<file path="config.mk">
export PLATFORM = sky130hd
export DESIGN_NAME = instr_encoder
export DESIGN_NICKNAME = d
export VERILOG_FILES = /design/src/rtl/instr_encoder.sv
export SDC_FILE = /design/constraint.sdc
export NUM_CORES = 1
export LEC_CHECK = 0
export ABC_AREA = 1
export ABC_CLOCK_PERIOD_IN_PS = 5300
export CELL_PAD_IN_SITES_DETAIL_PLACEMENT = 1
export CELL_PAD_IN_SITES_GLOBAL_PLACEMENT = 1
export CORE_ASPECT_RATIO = 1.25
export CORE_MARGIN = 3
export CORE_UTILIZATION = 39
export DETAILED_ROUTE_END_ITERATION = 7
export GPL_TIMING_DRIVEN = 0
export PLACE_DENSITY_LB_ADDON = 0.05
export SETUP_SLACK_MARGIN = 0.2
export SYNTH_ARGS = -nofsm -noshare
export SYNTH_HDL_FRONTEND = slang
export SYNTH_SLANG_ARGS = --single-unit
</file>
<file path="constraint.sdc">
create_clock -name i_clk -period 5.3 [get_ports i_clk]
set_input_delay 0.795 -clock i_clk [delete_from_list [all_inputs] [get_ports i_clk]]
set_output_delay 0.795 -clock i_clk [all_outputs]
set_load 0.02 [all_outputs]
</file>
<file path="src/rtl/instr_encoder.sv">
// -----------------------------------------------------------------------------
// instr_encoder
//   Packs RV32I instruction fields plus a 32-bit (pre-shift, signed) immediate
//   into a 32-bit instruction word. This is the inverse of immediate_generator.
//   The encoder is combinational at the input. Each {word, err} pair is
//   buffered in a small FIFO that uses valid/ready handshakes on both sides.
//
//   Optional feature macro: ENC_RANGE_CHECK_EN
//     When defined, err is also raised when the immediate cannot round-trip
//     through the selected format. The word is still packed from the
//     truncated bits. Unknown-opcode detection (NOP + err) is always active.
//
// Parameters
//   DEPTH  output FIFO entries (power of two, >= 2)
//   CNT_W  width of the accept / error counters
//
// Ports
//   i_clk, i_rst_n             clock (rising edge), async active-low reset
//   i_in_valid / o_in_ready    input handshake (ready = FIFO not full)
//   i_opcode, i_rd, i_funct3,
//   i_rs1, i_rs2, i_funct7,
//   i_imm                      instruction fields to pack
//   o_out_valid / i_out_ready  output handshake (FIFO head)
//   o_instr, o_err             encoded word and error flag at the FIFO head
//   o_enc_count, o_err_count   accepted words / accepted words with err (wrap)
// -----------------------------------------------------------------------------
module instr_encoder #(
  parameter int DEPTH = 2,
  parameter int CNT_W = 16
) (
  input  logic             i_clk,
  input  logic             i_rst_n,
  input  logic             i_in_valid,
  output logic             o_in_ready,
  input  logic [6:0]       i_opcode,
  input  logic [4:0]       i_rd,
  input  logic [2:0]       i_funct3,
  input  logic [4:0]       i_rs1,
  input  logic [4:0]       i_rs2,
  input  logic [6:0]       i_funct7,
  input  logic [31:0]      i_imm,
  output logic             o_out_valid,
  input  logic             i_out_ready,
  output logic [31:0]      o_instr,
  output logic             o_err,
  output logic [CNT_W-1:0] o_enc_count,
  output logic [CNT_W-1:0] o_err_count
);

  localparam int AW = (DEPTH > 1) ? $clog2(DEPTH) : 1;

  localparam logic [6:0] OP_IMM  = 7'b0010011;
  localparam logic [6:0] OP_LOAD = 7'b0000011;
  localparam logic [6:0] OP_JALR = 7'b1100111;
  localparam logic [6:0] OP_STOR = 7'b0100011;
  localparam logic [6:0] OP_BRAN = 7'b1100011;
  localparam logic [6:0] OP_JAL  = 7'b1101111;
  localparam logic [6:0] OP_LUI  = 7'b0110111;
  localparam logic [6:0] OP_AUIP = 7'b0010111;
  localparam logic [6:0] OP_REG  = 7'b0110011;

  // ---------------------------------------------------------------------------
  // Combinational encoder
  // ---------------------------------------------------------------------------
  logic [31:0] enc_word;
  logic        enc_err;
  logic        range_err;

  always_comb begin
    enc_word  = 32'h0000_0013;
    enc_err   = 1'b0;
    range_err = 1'b0;
    case (i_opcode)
      OP_IMM: begin
        if (i_funct3 == 3'b001 || i_funct3 == 3'b101) begin
          // Shifts: the shamt sits in the low five immediate bits, and funct7
          // supplies the upper bits (this distinguishes srli from srai).
          enc_word  = {i_funct7, i_imm[4:0], i_rs1, i_funct3, i_rd, i_opcode};
          range_err = |i_imm[31:5];
        end else begin
          enc_word  = {i_imm[11:0], i_rs1, i_funct3, i_rd, i_opcode};
          range_err = !((&i_imm[31:11]) || !(|i_imm[31:11]));
        end
      end
      OP_LOAD, OP_JALR: begin
        enc_word  = {i_imm[11:0], i_rs1, i_funct3, i_rd, i_opcode};
        range_err = !((&i_imm[31:11]) || !(|i_imm[31:11]));
      end
      OP_STOR: begin
        enc_word  = {i_imm[11:5], i_rs2, i_rs1, i_funct3, i_imm[4:0], i_opcode};
        range_err = !((&i_imm[31:11]) || !(|i_imm[31:11]));
      end
      OP_BRAN: begin
        enc_word  = {i_imm[12], i_imm[10:5], i_rs2, i_rs1, i_funct3,
                     i_imm[4:1], i_imm[11], i_opcode};
        range_err = i_imm[0] || !((&i_imm[31:12]) || !(|i_imm[31:12]));
      end
      OP_JAL: begin
        enc_word  = {i_imm[20], i_imm[10:1], i_imm[11], i_imm[19:12], i_rd, i_opcode};
        range_err = i_imm[0] || !((&i_imm[31:20]) || !(|i_imm[31:20]));
      end
      OP_LUI, OP_AUIP: begin
        enc_word  = {i_imm[31:12], i_rd, i_opcode};
        range_err = |i_imm[11:0];
      end
      OP_REG: begin
        enc_word = {i_funct7, i_rs2, i_rs1, i_funct3, i_rd, i_opcode};
      end
      default: begin
        // Unknown opcode: substitute a NOP so downstream never sees garbage.
        enc_word = 32'h0000_0013;
        enc_err  = 1'b1;
      end
    endcase
`ifdef ENC_RANGE_CHECK_EN
    enc_err = enc_err | range_err;
`endif
  end

  // ---------------------------------------------------------------------------
  // Output FIFO (wrap-bit pointers)
  // ---------------------------------------------------------------------------
  logic [32:0]   mem [DEPTH];
  logic [AW:0]   wr_ptr_reg;
  logic [AW:0]   rd_ptr_reg;
  logic          ready_reg;
  logic          full;
  logic          empty;
  logic          push;
  logic          pop;
  logic [32:0]   head;
  logic [CNT_W-1:0] enc_count_reg;
  logic [CNT_W-1:0] err_count_reg;

  assign full  = (wr_ptr_reg[AW] != rd_ptr_reg[AW]) &&
                 (wr_ptr_reg[AW-1:0] == rd_ptr_reg[AW-1:0]);
  assign empty = (wr_ptr_reg == rd_ptr_reg);

  // ready_reg holds o_in_ready low for as long as reset is asserted.
  assign o_in_ready  = ready_reg && !full;
  assign o_out_valid = !empty;
  assign push        = i_in_valid && o_in_ready;
  assign pop         = o_out_valid && i_out_ready;

  assign head    = mem[rd_ptr_reg[AW-1:0]];
  assign o_instr = empty ? 32'h0 : head[31:0];
  assign o_err   = empty ? 1'b0  : head[32];

  assign o_enc_count = enc_count_reg;
  assign o_err_count = err_count_reg;

  // Storage has no reset. Stale contents are hidden by the empty gating above.
  always_ff @(posedge i_clk) begin
    if (push) begin
      mem[wr_ptr_reg[AW-1:0]] <= {enc_err, enc_word};
    end
  end

  always_ff @(posedge i_clk or negedge i_rst_n) begin
    if (!i_rst_n) begin
      wr_ptr_reg    <= '0;
      rd_ptr_reg    <= '0;
      ready_reg     <= 1'b0;
      enc_count_reg <= '0;
      err_count_reg <= '0;
    end else begin
      ready_reg <= 1'b1;
      if (push) begin
        wr_ptr_reg    <= wr_ptr_reg + 1'b1;
        enc_count_reg <= enc_count_reg + 1'b1;
        if (enc_err) begin
          err_count_reg <= err_count_reg + 1'b1;
        end
      end
      if (pop) begin
        rd_ptr_reg <= rd_ptr_reg + 1'b1;
      end
    end
  end

endmodule
</file>
==> flow_summary.toml, run 1 <==
[place]
gp_congestion = 0.899
placedCellCount = 925
pre_cts_slack_ns = 2.20
dp_hpwl_um = 12000
place_area_mm2 = 0.00694
io_buffers = 134

[hold_path]
holdPathStages = 1
hp-class = "flop to flop"

[critical_path]
reg2reg_depth = 9
arrival_ns = 2.62
worstSetupPathType = "flop to output port"
critPathLaunchType = "flop"
critPathRequiredTime_ns = 4.51
endpoint_kind = "output port"
cp_max_fo = 10

[yosys]
ys_types = 32
avgSynthCellArea_um2 = 8.67
syn_inst = 614
ys_ff_latch = 103
post_synth_instance_area_mm2 = 0.00532
ys_seq_area_frac = 0.546
yosys_warnings = 0

[cts]
clk_latency_ns = 0.35
cts_tree = "yes"
cts_setup_buffers = 0
clk_path_buf_depth = 2
path_clk_slew_ns = 0.08
cts_made_buffers = 9
cts_resized = 0
cts-htree-levels = 3
clkSinkCount = 103
root_buffer = "clkbuf_16"
ctsHoldBuffers = 0

[grt]
use_met3 = 0.0478
grt_use_met2 = 0.384
busiest_layer = "met2"
grtUsageTotal = 0.216
grt_max_degree = 38
antenna_found_initial = 0
met1_usage = 0.265
grt.overflow.total = 0
first_global_vias = 5099
grt_pass1_wl_um = 26000

[final_layout]
layout_commonest_cell = "nand2_1"
largest_reg_flops = 66
layout.cells.non_filler = 941
antenna-diode-count = 0
final_net_count = 835
layout_common_cells = "nand2_1, clkdlybuf4s50_1, edfxtp_1, inv_1, dfrtp_1"
final_area_mm2 = 0.00727
final_util = 0.547
final.fill_count = 1581
drive_above_1_share = 0.0753
area_delta_synth_final_pct = 36.6

[sta]
finalCritPeriodShare = 0.645
finalHoldViolCount = 0
max_slew_margin = 0.422
skew_ns = 0.00866
whs_ns = 0.504
setup_violations = 0
period_needed_ns = 3.42
worstMarginPinSlew_ns = 0.867
drv_slew = 0
worst_slack_ns = 1.88
rsz0062_at_grt = "no"
tns_ns = 0
clock.fmax_ghz = 0.292

[power_and_ir_drop]
fin_total_pwr_mw = 3.24
p_leak_nw = 3.09
vdd_drop_max_mv = 0.225
power_density_mw_per_mm2 = 445

[floorplan]
rows = 47
dieArea_mm2 = 0.0151
die_h_um = 137
core_mm2 = 0.0133
die_w_um = 110
initial_core_util = 0.400
ios = 135

[drt]
antenna_left = 0
totalWireLength_um = 15800
vias_per_cell = 5.04
routed_wire_length_per_instance_um = 16.7
drtPass1Iterations = 6
vias = 4745
drc = 0
drt-initial-drc-count = 230

[job]
cap_violations = 0

[outcome]
outcome = "finished clean"
## where the power goes
| part | switching, mW | internal [mW] |
|---|---|---|
| registers | 0.0851 | 0.988 |
| logic | 0.852 | 0.586 |
| clock network | 0.304 | 0.420 |
| total | 1.24 | 1.99 |
## final timing paths
| path | startpoint | to | slack [ns] |
|---|---|---|---|
| max in group asynchronous | i_rst_n | o_err_count[9] | 4.19 |
| hold / removal | o_enc_count[12] | o_enc_count[12] | 0.50 |
| setup reg to reg | rd_ptr_reg[0] | mem[1][3] | 3.11 |
| hold reg to reg | o_enc_count[12] | o_enc_count[12] | 0.50 |
| setup / recovery | rd_ptr_reg[0] | o_instr[6] | 1.88 |
| min in group asynchronous | i_rst_n | o_enc_count[11] | 0.55 |
## cell families (layout without fill, tap and decap cells)
family,Yosys count,count (layout),synth area share
and+or+nand+nor,349,349,0.289
DFF,103,103,0.546
buffers and inverters,71,223,0.0543
AOI/OAI and AO/OA,65,65,0.0675
xor gates and xnor gates,23,23,0.0378
adders and majority gates,2,2,0.00470
other,1,5,0.000705
## critical path, cell delays in order (launching register included)
cell and delay [ns]:
dfrtp_1 0.37, buf_4 0.16, inv_2 0.13, nand2_1 0.10, a21oi_2 0.35, clkbuf_1 0.46
a21oi_1 0.12, clkdlybuf4s50_1 0.57
## metal layers
layer | share of wire | vias to the layer above
li1 | - | 2320
met1 | 0.43 | 2277
met2 | 0.51 | 125
met3 | 0.048 | 23
met4 | 0.019 | 0
met5 | 0 | -
## synthesized netlist by cell type
cell,count,area share
conb_1,1,0.00070
a21oi_1,36,0.034
nor2_1,36,0.025
nor2_2,6,0.0071
nand3_2,1,0.0019
xnor2_1,5,0.0082
nand2_1,235,0.17
nor2_8,1,0.0038
buf_6,1,0.0021
ha_1,2,0.0047
nand4_1,25,0.029
a22oi_1,3,0.0042
inv_1,46,0.032
nand3_4,2,0.0066
buf_2,6,0.0056
nand2_4,3,0.0063
o211ai_1,3,0.0042
a21oi_4,1,0.0031
dfrtp_1,37,0.17
a21oi_2,1,0.0016
o2111ai_1,1,0.0016
nor3_1,8,0.0075
nand3_1,25,0.024
nor3_2,2,0.0038
inv_2,7,0.0049
clkbuf_1,9,0.0063
nand2_2,3,0.0035
edfxtp_1,66,0.37
buf_4,2,0.0028
nor2_4,2,0.0042
o21ai_0,20,0.019
xor2_1,18,0.030
## layout make-up
class / instances / area, um2 / share of cell area
Sequential cell: 103 / 2910 / 0.400
Multi-Input combinational cell: 444 / 2150 / 0.296
Timing Repair Buffer: 136 / 1380 / 0.189
Clock buffer: 9 / 225 / 0.0310
Tap cell: 171 / 214 / 0.0294
Inverter: 53 / 199 / 0.0274
Clock inverter: 7 / 104 / 0.0143
Buffer: 18 / 90.1 / 0.0124
Power figures use the tool's default switching activity.
==> run 2: changes to the inputs <==
--- a/config.mk
+++ b/config.mk
@@ -6,12 +6,12 @@
 export NUM_CORES = 1
 export LEC_CHECK = 0
 export ABC_AREA = 1
-export ABC_CLOCK_PERIOD_IN_PS = 5300
+export ABC_CLOCK_PERIOD_IN_PS = 3400
 export CELL_PAD_IN_SITES_DETAIL_PLACEMENT = 1
 export CELL_PAD_IN_SITES_GLOBAL_PLACEMENT = 1
 export CORE_ASPECT_RATIO = 1.25
 export CORE_MARGIN = 3
-export CORE_UTILIZATION = 39
+export CORE_UTILIZATION = 37
 export DETAILED_ROUTE_END_ITERATION = 7
 export GPL_TIMING_DRIVEN = 0
 export PLACE_DENSITY_LB_ADDON = 0.05
==> constraint.sdc (replaced) <==
create_clock -name i_clk -period 3.4 [get_ports i_clk]
set_input_delay 0.51 -clock i_clk [delete_from_list [all_inputs] [get_ports i_clk]]
set_output_delay 0.51 -clock i_clk [all_outputs]
set_load 0.02 [all_outputs]
==> run 2 against run 1 <==
Compared with the run above: critical path type unchanged; largest cell class unchanged; critical endpoint is now o_instr[12]; clock power increased by 38%; first-iteration DRC count decreased by 34%; global-route usage shrank 0.65 points; largest power group unchanged; sequential cell count stayed put.
==> flow_summary.toml, run 2 (synthesis gave the netlist of run 1 again) <==
[sta]
finalCritPeriodShare = 0.891
whs_ns = 0.277
period_needed_ns = 3.03
rsz0062_at_grt = "no"
clock.fmax_ghz = 0.330
finalHoldViolCount = 0
setup_violations = 0
worst_slack_ns = 0.371
drv_slew = 0
skew_ns = 0.0102
max_slew_margin = 0.412
worstMarginPinSlew_ns = 0.882

[cts]
path_clk_slew_ns = 0.07
cts_setup_buffers = 0
root_buffer = "clkbuf_16"
clk_latency_ns = 0.34
cts-htree-levels = 3
cts_tree = "yes"
clk_path_buf_depth = 2
clkSinkCount = 103
cts_made_buffers = 9

[place]
dp_hpwl_um = 12200
gp_congestion = 0.861
pre_cts_slack_ns = 0.534
io_buffers = 134

[critical_path]
crit_slowest_cell = "clkdlybuf4s50_1"
critPathLaunchType = "flop"
r2r_start = "rd_ptr_reg[0]"
slowest_delay_ns = 0.56
reg2reg_setup_slack_ns = 1.35
arrival_ns = 2.52
endpoint_kind = "output port"
reg2reg_to = "mem[1][10]"
reg2reg_depth = 9
critPathTopFamily = "buffers and inverters"
worstSetupPathType = "flop to output port"
critPathRequiredTime_ns = 2.89
cp_cell_sequence = "buf_4 > inv_2 > nand2_1 > a21oi_2 > clkbuf_2 > a21oi_1 > clkdlybuf4s50_1"
cp_max_fo = 10
path_buf_inv = 4

[final_layout]
final_util = 0.519
area_delta_synth_final_pct = 36.0
largest_reg_flops = 66
drive_above_1_share = 0.0792
layout_common_cells = "nand2_1, clkdlybuf4s50_1, edfxtp_1, inv_1, dfrtp_1"
final_net_count = 835
antenna-diode-count = 0
layout_commonest_cell = "nand2_1"
final.fill_count = 1671

[power_and_ir_drop]
pwr-share-seq = 0.340
p_comb_frac = 0.456
p_leak_nw = 3.09
clockPowerShare = 0.204
netSwitchingFraction = 0.393
power_density_mw_per_mm2 = 680
vdd_drop_max_mv = 0.504
p_switching_mw = 1.93
p_int_mw = 2.99

[grt]
grt_use_met2 = 0.396
grt_max_degree = 38
busiest_layer = "met2"
first_global_vias = 5282
met1_usage = 0.242
grtUsageTotal = 0.210
grt.overflow.total = 0
antenna_found_initial = 0
grt_pass1_wl_um = 26500
use_met3 = 0.0376

[drt]
antenna_left = 0
drtPass1Iterations = 4
vias_per_cell = 5.02
drc = 0
drt-initial-drc-count = 151
totalWireLength_um = 16100
routed_wire_length_per_instance_um = 17.0
vias = 4748

[floorplan]
core_mm2 = 0.0139
ios = 135
die_h_um = 140
dieArea_mm2 = 0.0159
die_w_um = 113
initial_core_util = 0.382
rows = 48

[outcome]
outcome = "finished clean"

[hold_path]
hp-class = "primary input to asynchronous set/reset pin"

[job]
cap_violations = 0
-- run 2: changes by cell type in the layout (fill, tap and decap cells not counted), sizes merged --
cell / before / now
bufinv: 2 / 0
clkinvlp: 2 / 0
inv: 55 / 57
clkbuf: 18 / 19
clkinv: 1 / 2
-- run 2: final cells by class --
class                           count  area, um2  share of cell area
Clock inverter                      6       48.8             0.00674
Multi-Input combinational cell    444       2150               0.298
Timing Repair Buffer              136       1380               0.190
Tap cell                          175        219              0.0303
Clock buffer                       10        239              0.0330
Sequential cell                   103       2910               0.402
Buffer                             18       93.8              0.0130
Inverter                           53        199              0.0275
-- run 2: power groups by stage --
stage               Sequential (mW)  Combinational (mW)  Clock (mW)
CTS                            1.68                2.28        1.02
floorplan                      1.74                1.10           0
global route                   1.70                2.44        1.08
finish                         1.68                2.25        1.00
global placement               1.69                2.19           0
detailed placement             1.70                2.27           0
-- run 2: timing repair --
item,in CTS,in global routing
endpoints found under the setup margin,4,20
gates cloned,0,0
resized for setup,1,4
hold buffers,0,0
-- run 2: metrics by stage --
| step | cell area [um2] | power (mW) | cells | TNS, ns |
|---|---|---|---|---|
| 2_1_floorplan | 5340 | 2.84 | 618 | 0 |
| 3_3_place_gp | 6900 | 3.89 | 927 | -21.52 |
| 3_5_place_dp | 6950 | 3.97 | 929 | 0 |
| 4_1_cts | 7230 | 4.98 | 945 | 0 |
| 5_1_grt | 7240 | 5.22 | 945 | 0 |
| 6_report | 7240 | 4.92 | 945 | 0 |
-- run 2: layer usage --
metal	wire length, um	vias to the layer above
met3	664	12
met2	8760	95
met1	6530	2313
met5	0	-
met4	149	0
li1	-	2328
-- run 2: worst max-delay path by stage --
stage / start / end / cells after the start
after global routing: rd_ptr_reg[0] / o_instr[18] / 7
after floorplan: rd_ptr_reg[0] / mem[0][0] / 8
after global placement: i_in_valid / mem[0][2] / 4
after CTS: rd_ptr_reg[0] / o_instr[5] / 7
final: rd_ptr_reg[0] / o_instr[12] / 7
after detailed placement: rd_ptr_reg[0] / o_instr[12] / 7
